===== config.mk =====
export PLATFORM = sky130hd
export DESIGN_NAME = port_exerciser
export DESIGN_NICKNAME = d
export VERILOG_FILES = /design/src/rtl/porttest_pkg.sv /design/src/rtl/lfsr.sv /design/src/rtl/pattern_gen.sv /design/src/rtl/port_exerciser.sv
export SDC_FILE = /design/constraint.sdc
export NUM_CORES = 1
export LEC_CHECK = 0
export BUFFER_PORTS_ARGS = -buffer_cell sky130_fd_sc_hd__buf_2
export CAP_MARGIN = 40
export CORE_MARGIN = 2
export CORE_UTILIZATION = 38
export CTS_CLUSTER_DIAMETER = 40
export DETAILED_ROUTE_END_ITERATION = 10
export PLACE_DENSITY = 0.63
export SLEW_MARGIN = 25
export SYNTH_ARGS = -nofsm -noshare
export SYNTH_HDL_FRONTEND = slang
export SYNTH_SLANG_ARGS = --single-unit

===== constraint.sdc =====
create_clock -name clk -period 4.6 [get_ports clk]
set_clock_uncertainty 0.2 [all_clocks]
set_input_delay 0.92 -clock clk [delete_from_list [all_inputs] [get_ports clk]]
set_output_delay 0.92 -clock clk [all_outputs]
set_load 0.02 [all_outputs]

===== src/rtl/porttest_pkg.sv =====
// Shared encodings for the port exerciser: pattern modes, FSM states,
// INIT length and the LFSR feedback tap table.
package porttest_pkg;

  typedef logic [1:0] mode_t;

  localparam mode_t MODE_LFSR  = 2'd0;
  localparam mode_t MODE_WALK  = 2'd1;
  localparam mode_t MODE_ADDR  = 2'd2;
  localparam mode_t MODE_NADDR = 2'd3;

  localparam logic [3:0] S_IDLE    = 4'd0;
  localparam logic [3:0] S_INIT    = 4'd1;
  localparam logic [3:0] S_WR_REQ  = 4'd2;
  localparam logic [3:0] S_WR_WAIT = 4'd3;
  localparam logic [3:0] S_RESTORE = 4'd4;
  localparam logic [3:0] S_RD_REQ  = 4'd5;
  localparam logic [3:0] S_RD_WAIT = 4'd6;
  localparam logic [3:0] S_RD_NEXT = 4'd7;
  localparam logic [3:0] S_PAUSE   = 4'd8;

  localparam int INITLEN = 16;

  // Maximal-length feedback taps (bit n-1 set for tap n); XOR form, all-zero is the lockup state.
  function automatic logic [31:0] lfsr_taps(input int width);
    case (width)
      2:  return 32'h0000_0003;
      3:  return 32'h0000_0006;
      4:  return 32'h0000_000C;
      5:  return 32'h0000_0014;
      6:  return 32'h0000_0030;
      7:  return 32'h0000_0060;
      8:  return 32'h0000_00B8;
      9:  return 32'h0000_0110;
      10: return 32'h0000_0240;
      11: return 32'h0000_0500;
      12: return 32'h0000_0829;
      13: return 32'h0000_100D;
      14: return 32'h0000_2015;
      15: return 32'h0000_6000;
      16: return 32'h0000_D008;
      17: return 32'h0001_2000;
      18: return 32'h0002_0400;
      19: return 32'h0004_0023;
      20: return 32'h0009_0000;
      24: return 32'h00E1_0000;
      default: return 32'h8020_0003;
    endcase
  endfunction

endpackage


===== src/rtl/lfsr.sv =====
// Fibonacci LFSR with a shadow register so a sequence can be replayed:
// save snapshots the current value, restore reloads it.
module lfsr
  import porttest_pkg::*;
#(
  parameter int               WIDTH = 16,
  parameter logic [WIDTH-1:0] SEED  = WIDTH'(1)
) (
  input  logic             clk,
  input  logic             reset_n,
  input  logic             e,
  input  logic             save,
  input  logic             restore,
  output logic [WIDTH-1:0] q
);

  localparam logic [WIDTH-1:0] TAPS = WIDTH'(lfsr_taps(WIDTH));

  logic [WIDTH-1:0] shadow;
  logic             fb;

  assign fb = ^(q & TAPS);

  always_ff @(posedge clk or negedge reset_n) begin
    if (!reset_n) begin
      q      <= SEED;
      shadow <= SEED;
    end else begin
      if (restore)
        q <= shadow;
      else if (e)
        q <= {q[WIDTH-2:0], fb};
      if (save)
        shadow <= q;
    end
  end

endmodule


===== src/rtl/pattern_gen.sv =====
// Combinational data pattern: the word written at a given pass index and
// the word expected back when it is read.
module pattern_gen
  import porttest_pkg::*;
#(
  parameter int AW = 16,
  parameter int DW = 16,
  parameter int IW = 4
) (
  input  logic [1:0]    mode,
  input  logic [IW-1:0] index,
  input  logic [AW-1:0] addr,
  input  logic [DW-1:0] lfsr_data,
  output logic [DW-1:0] word
);

  logic [DW-1:0] addr_word;

  // Address zero-extended or truncated to the data width.
  for (genvar i = 0; i < DW; i++) begin : g_addr
    if (i < AW) begin : g_bit
      assign addr_word[i] = addr[i];
    end else begin : g_zero
      assign addr_word[i] = 1'b0;
    end
  end

  always_comb begin
    word = lfsr_data;
    case (mode)
      MODE_LFSR:  word = lfsr_data;
      MODE_WALK:  word = DW'(1) << index;
      MODE_ADDR:  word = addr_word;
      MODE_NADDR: word = ~addr_word;
      default:    word = lfsr_data;
    endcase
  end

endmodule


===== src/rtl/port_exerciser.sv =====
// Drives one toggle-handshake RAM port through write-then-readback passes
// and accumulates error statistics.
//
// state     | meaning
// IDLE      | req follows ack, waiting for enable
// INIT      | 16-cycle settle, req follows ack, first pass set up on exit
// WR_REQ    | present address/data, toggle wr_req
// WR_WAIT   | wait for wr_ack; last write rewinds the generators
// RESTORE   | one idle cycle so the restored LFSRs settle
// RD_REQ    | present address, toggle rd_req
// RD_WAIT   | wait for rd_ack, compare and update statistics
// RD_NEXT   | next read or end of pass
// PAUSE     | idle gap between passes
module port_exerciser
  import porttest_pkg::*;
#(
  parameter int ADDRWIDTH  = 16,
  parameter int DATAWIDTH  = 16,
  parameter int CYCLEWIDTH = 6,
  parameter int PAUSELEN   = 63
) (
  input  logic                 clk,
  input  logic                 reset_n,
  input  logic                 enable,
  input  logic [1:0]           mode,
  input  logic                 clear,
  output logic [ADDRWIDTH-1:0] a,
  output logic [DATAWIDTH-1:0] q,
  input  logic [DATAWIDTH-1:0] d,
  output logic                 we,
  output logic                 wr_req,
  input  logic                 wr_ack,
  output logic                 rd_req,
  input  logic                 rd_ack,
  output logic                 busy,
  output logic                 err,
  output logic [DATAWIDTH-1:0] errbits,
  output logic [ADDRWIDTH-1:0] erraddr,
  output logic [31:0]          readcount,
  output logic [31:0]          errorcount,
  output logic [31:0]          passcount
);

  localparam int CW = CYCLEWIDTH + 2;
  localparam int IW = (DATAWIDTH > 1) ? $clog2(DATAWIDTH) : 1;

  logic [3:0]            state;
  logic [CW-1:0]         counter;
  logic [1:0]            mode_r;
  logic [IW-1:0]         walk;
  logic [IW-1:0]         walk_next;
  logic                  first_wr;
  logic                  err_seen;

  logic [ADDRWIDTH-1:0]  addr_q;
  logic [DATAWIDTH-1:0]  data_q;
  logic [CYCLEWIDTH-1:0] pass_q;
  logic [DATAWIDTH-1:0]  pattern;
  logic [DATAWIDTH-1:0]  diff;

  logic step_gen, save_gen, restore_gen, step_pass;
  logic done_wr, done_rd;

  assign done_wr   = (wr_req == wr_ack);
  assign done_rd   = (rd_req == rd_ack);
  assign walk_next = (walk == IW'(DATAWIDTH - 1)) ? '0 : walk + IW'(1);
  assign diff      = d ^ pattern;

  always_comb begin
    step_gen    = 1'b0;
    save_gen    = 1'b0;
    restore_gen = 1'b0;
    step_pass   = 1'b0;
    case (state)
      S_INIT:    save_gen = (counter == '0);
      S_WR_REQ:  step_gen = 1'b1;
      S_WR_WAIT: begin
        restore_gen = done_wr && (counter == '0);
        step_pass   = done_wr && (counter == '0);
      end
      S_RD_WAIT: step_gen = done_rd && (counter != '0);
      S_PAUSE:   save_gen = (counter == '0) && enable;
      default:   ;
    endcase
  end

  lfsr #(.WIDTH(ADDRWIDTH)) u_addr_lfsr (
    .clk(clk), .reset_n(reset_n), .e(step_gen),
    .save(save_gen), .restore(restore_gen), .q(addr_q)
  );

  lfsr #(.WIDTH(DATAWIDTH)) u_data_lfsr (
    .clk(clk), .reset_n(reset_n), .e(step_gen),
    .save(save_gen), .restore(restore_gen), .q(data_q)
  );

  // Nonzero LFSR values 1..2^N-1 give passes of 2..2^N transactions.
  lfsr #(.WIDTH(CYCLEWIDTH)) u_pass_lfsr (
    .clk(clk), .reset_n(reset_n), .e(step_pass),
    .save(1'b0), .restore(1'b0), .q(pass_q)
  );

  pattern_gen #(.AW(ADDRWIDTH), .DW(DATAWIDTH), .IW(IW)) u_pattern (
    .mode(mode_r), .index(walk), .addr(addr_q), .lfsr_data(data_q), .word(pattern)
  );

  always_ff @(posedge clk or negedge reset_n) begin
    if (!reset_n) begin
      state      <= S_IDLE;
      counter    <= '0;
      mode_r     <= MODE_LFSR;
      walk       <= '0;
      first_wr   <= 1'b0;
      err_seen   <= 1'b0;
      a          <= '0;
      q          <= '0;
      we         <= 1'b0;
      wr_req     <= 1'b0;
      rd_req     <= 1'b0;
      busy       <= 1'b0;
      err        <= 1'b0;
      errbits    <= '0;
      erraddr    <= '0;
      readcount  <= '0;
      errorcount <= '0;
      passcount  <= '0;
    end else begin
      case (state)
        S_IDLE: begin
          wr_req <= wr_ack;
          rd_req <= rd_ack;
          if (enable) begin
            counter <= CW'(INITLEN - 1);
            busy    <= 1'b1;
            state   <= S_INIT;
          end
        end
        S_INIT: begin
          wr_req <= wr_ack;
          rd_req <= rd_ack;
          if (counter != '0) begin
            counter <= counter - CW'(1);
          end else begin
            counter  <= CW'(pass_q);
            mode_r   <= mode;
            walk     <= '0;
            first_wr <= 1'b1;
            state    <= S_WR_REQ;
          end
        end
        S_WR_REQ: begin
          a        <= addr_q;
          q        <= pattern;
          we       <= 1'b1;
          wr_req   <= ~wr_ack;
          walk     <= walk_next;
          first_wr <= 1'b0;
          if (first_wr)
            err <= 1'b0;
          state    <= S_WR_WAIT;
        end
        S_WR_WAIT: begin
          if (done_wr) begin
            rd_req <= rd_ack;
            if (counter != '0) begin
              counter <= counter - CW'(1);
              state   <= S_WR_REQ;
            end else begin
              counter <= CW'(pass_q);
              walk    <= '0;
              we      <= 1'b0;
              state   <= S_RESTORE;
            end
          end
        end
        S_RESTORE: state <= S_RD_REQ;
        S_RD_REQ: begin
          a      <= addr_q;
          rd_req <= ~rd_ack;
          state  <= S_RD_WAIT;
        end
        S_RD_WAIT: begin
          if (done_rd) begin
            readcount <= readcount + 32'd1;
            errbits   <= errbits | diff;
            if (diff != '0) begin
              errorcount <= errorcount + 32'd1;
              err        <= 1'b1;
              if (!err_seen) begin
                erraddr  <= a;
                err_seen <= 1'b1;
              end
            end
            if (counter != '0)
              walk <= walk_next;
            state <= S_RD_NEXT;
          end
        end
        S_RD_NEXT: begin
          if (counter != '0) begin
            counter <= counter - CW'(1);
            state   <= S_RD_REQ;
          end else begin
            passcount <= passcount + 32'd1;
            counter   <= CW'(PAUSELEN);
            state     <= S_PAUSE;
          end
        end
        S_PAUSE: begin
          if (counter != '0) begin
            counter <= counter - CW'(1);
          end else if (enable) begin
            counter  <= CW'(pass_q);
            mode_r   <= mode;
            walk     <= '0;
            first_wr <= 1'b1;
            state    <= S_WR_REQ;
          end else begin
            busy  <= 1'b0;
            state <= S_IDLE;
          end
        end
        default: begin
          busy  <= 1'b0;
          state <= S_IDLE;
        end
      endcase

      // Clear takes priority over any statistics update in the same cycle.
      if (clear) begin
        errbits    <= '0;
        erraddr    <= '0;
        readcount  <= '0;
        errorcount <= '0;
        passcount  <= '0;
        err_seen   <= 1'b0;
      end
    end
  end

endmodule

==> impl_metrics.json <==
{
  "status": "completed",
  "min-delay-path-class": "in2async",
  "synth_edf_count": 0,
  "grt_pass1_vias": 10130,
  "critPathMaxFanout": 31,
  "maxCapViolations": 0,
  "core_um2": 33620,
  "synthToLayoutAreaGrowth_pct": 21.96,
  "power_leakage_uw": 0.007316,
  "clock_path_buffers": 3,
  "hold_violations": 0,
  "clkSinkCount": 255,
  "die_y_um": 188.8,
  "p_comb_frac": 0.222,
  "rsz0062_at_grt": "false",
  "route.vias.total": 10340,
  "rrSetupSlack_ns": 0.90,
  "post_cts_buffers": 0,
  "antenna_found_initial": 0,
  "post_cts_resized": 0,
  "drc_errors": 0,
  "synth_seq_cells": 255,
  "max-slew-margin-rel": 0.4588,
  "synth_cell_types": 61,
  "worst_pin_slew_ns": 0.8118,
  "postSynthCellCount": 1292,
  "overflow": 0,
  "place.gp.congestion": 0.8635,
  "r2r_cells": 10,
  "drt-initial-drc-count": 854,
  "clkLatencyLatePin_ns": 0.52,
  "layout-drive-gt1-share": 0.2507,
  "place_ws_ns": 0.8725,
  "cts_hold_buf": 0,
  "end_kind": "flip-flop",
  "grt_max_degree": 102,
  "mostFrequentLayoutCells": "dfrtp_1, buf_2, nor2_1",
  "async_flop_share": 1.000,
  "max_freq_mhz": 270.0,
  "internal-power_uw": 4985,
  "p_seq_frac": 0.379,
  "maxSlewViolCount": 0,
  "yosys.area.top_type": "dfrtp_1",
  "fin_nets": 1512,
  "switching_share": 0.3290,
  "dieArea_um2": 35630,
  "ios": 189,
  "yosysSeqAreaShare": 0.4924,
  "grt_pass1_wl_mm": 56.37,
  "routedWlPerCell_um": 17.77,
  "clkPwrFrac": 0.399,
  "startpoint": "walk[0]",
  "wl_mm": 34.76,
  "n_antenna_cell": 0,
  "required_ns": 4.80,
  "synth_area_per_cell_um2": 10.04,
  "grt_usage": 0.1961,
  "ant_nets": 0,
  "vias_per_cell": 5.285,
  "r2r-start": "walk[0]",
  "startpoint_type": "flip-flop",
  "irDropWorstVdd_v": 0.0002626,
  "hpwl_mm": 23.93,
  "finalCritPeriodShare": 0.8051,
  "worstPathArrival_ns": 3.90,
  "crit_end": "errorcount[0]",
  "syn-cell-area_um2": 12970,
  "yosysTopAreaCellShare": 0.4823,
  "crit_type": "reg2reg",
  "cts_tree": "done",
  "rows": 67,
  "root_buffer": "clkbuf_16",
  "ys_warn_count": 0,
  "htreeDepth": 2,
  "synth-main-ff-cell": "dfrtp_1",
  "start_util": 0.3859,
  "final_common_cell": "dfrtp_1",
  "clk_pin_slew_worst_paths_ns": 0.06,
  "layout_setup_ws_ns": 0.8968,
  "synth.area.top_cells": "dfrtp_1, mux2_2, mux2i_1",
  "fin_crit_ns": 3.703,
  "fp.dieW_um": 188.8,
  "r2r_end": "errorcount[0]",
  "p_per_area_nw_per_um2": 469.5,
  "cts_buffers": 39,
  "setup_viol": 0,
  "synth_nets": 1327,
  "p_total_uw": 7429,
  "tns_ns": 0,
  "port_buffers": 188,
  "dr.pass1.iters": 5,
  "p_sw_uw": 2444
}
logic make-up after synthesis:
family          count (synthesis)  synth area share
compound gates                219            0.1068
flops                         255            0.4924
fa+ha+maj                      11           0.01061
buf+inv                        87           0.02701
xor+xnor                       83           0.05604
mux                           134            0.1116
simple gates                  503            0.1956
state kept, by name (all words and copies together), names as in the netlist, 2 cells and up:
name / cells
erraddr: 16
u_data_lfsr.shadow: 16
a: 16
u_addr_lfsr.q: 16
u_pass_lfsr.q: 6
errorcount: 32
errbits: 16
walk: 4
readcount: 32
counter: 8
u_addr_lfsr.shadow: 16
q: 16
state: 4
u_data_lfsr.q: 16
passcount: 32
mode_r: 2
worst max-delay path: stages, from the launching register on:
cell and delay [ns]:
dfrtp_1 0.45, ha_1 0.26, ha_1 0.20, and3_1 0.18
a211o_1 0.30, and3b_1 0.18, or4b_1 0.56, nor4_4 0.35
buf_4 0.40, a21oi_1 0.22, mux2_2 0.31
cell type report:
type / instances / area [um^2]
fill: 3121 / 17790
tap: 448 / 560.5
timing repair buffer: 213 / 1196
sequential: 255 / 6387
clock inverter: 19 / 220.2
clock buffer: 53 / 1110
multi-input combinational: 950 / 6280
inverter: 18 / 67.56
per-stage QoR:
| step | utilization | cell area (um^2) | cells | hold WS (ns) |
|---|---|---|---|---|
| floorplan | - | 12970 | 1292 | 0.2365 |
| global placement | 0.4291 | 14420 | 1879 | 0.2632 |
| detailed placement | 0.4295 | 14440 | 1880 | 0.2600 |
| CTS | 0.4691 | 15770 | 1952 | 0.2755 |
| global route | 0.4707 | 15820 | 1956 | 0.2964 |
| finish | 0.4707 | 15820 | 1956 | 0.2418 |
worst min path at each step:
stage                from             to  slack (ns)  cells after the start
3_5_place_dp   counter[7]     counter[7]        0.26                      1
6_report          reset_n  readcount[10]        0.24                      1
2_1_floorplan  counter[6]     counter[6]        0.24                      1
3_3_place_gp         q[9]           q[9]        0.26                      2
5_1_grt           reset_n  readcount[31]        0.30                      1
4_1_cts        counter[7]     counter[7]        0.28                      1
cell usage after synthesis (5+ instances only):
library cell	number
and3_1	17
xnor2_1	45
nand2_1	119
nand4b_1	7
dfrtp_1	250
a2111oi_0	7
o31ai_1	12
inv_1	17
a21oi_1	56
or3_1	17
a211oi_1	13
mux2i_1	49
clkbuf_1	55
and4_1	8
nand4_1	23
xor2_1	38
buf_2	7
nand2b_1	46
nor3_1	14
a21boi_0	5
nor2b_1	37
o21ai_0	79
a221o_1	8
nand3_1	50
and2_1	19
dfstp_2	5
nor2_1	127
ha_1	11
a221oi_1	7
o21ba_2	9
mux2_1	10
mux2_2	75
layer usage:
metal	up-vias	routed length, um	track usage
met1	5099	15620	0.2686
met4	0	1085	0.06791
li1	4897	-	-
met3	62	1901	0.03464
met2	279	16150	0.3135
met5	-	0	0
power by group through the flow:
stage	Sequential (uW)	Clock [uW]	Combinational, uW
after floorplan	2910	0	982
after global placement	2850	0	1620
after detailed placement	2860	0	1650
after CTS	2820	3030	1660
after global routing	2860	3140	1830
final	2820	2970	1650
Power figures use the tool's default switching activity.
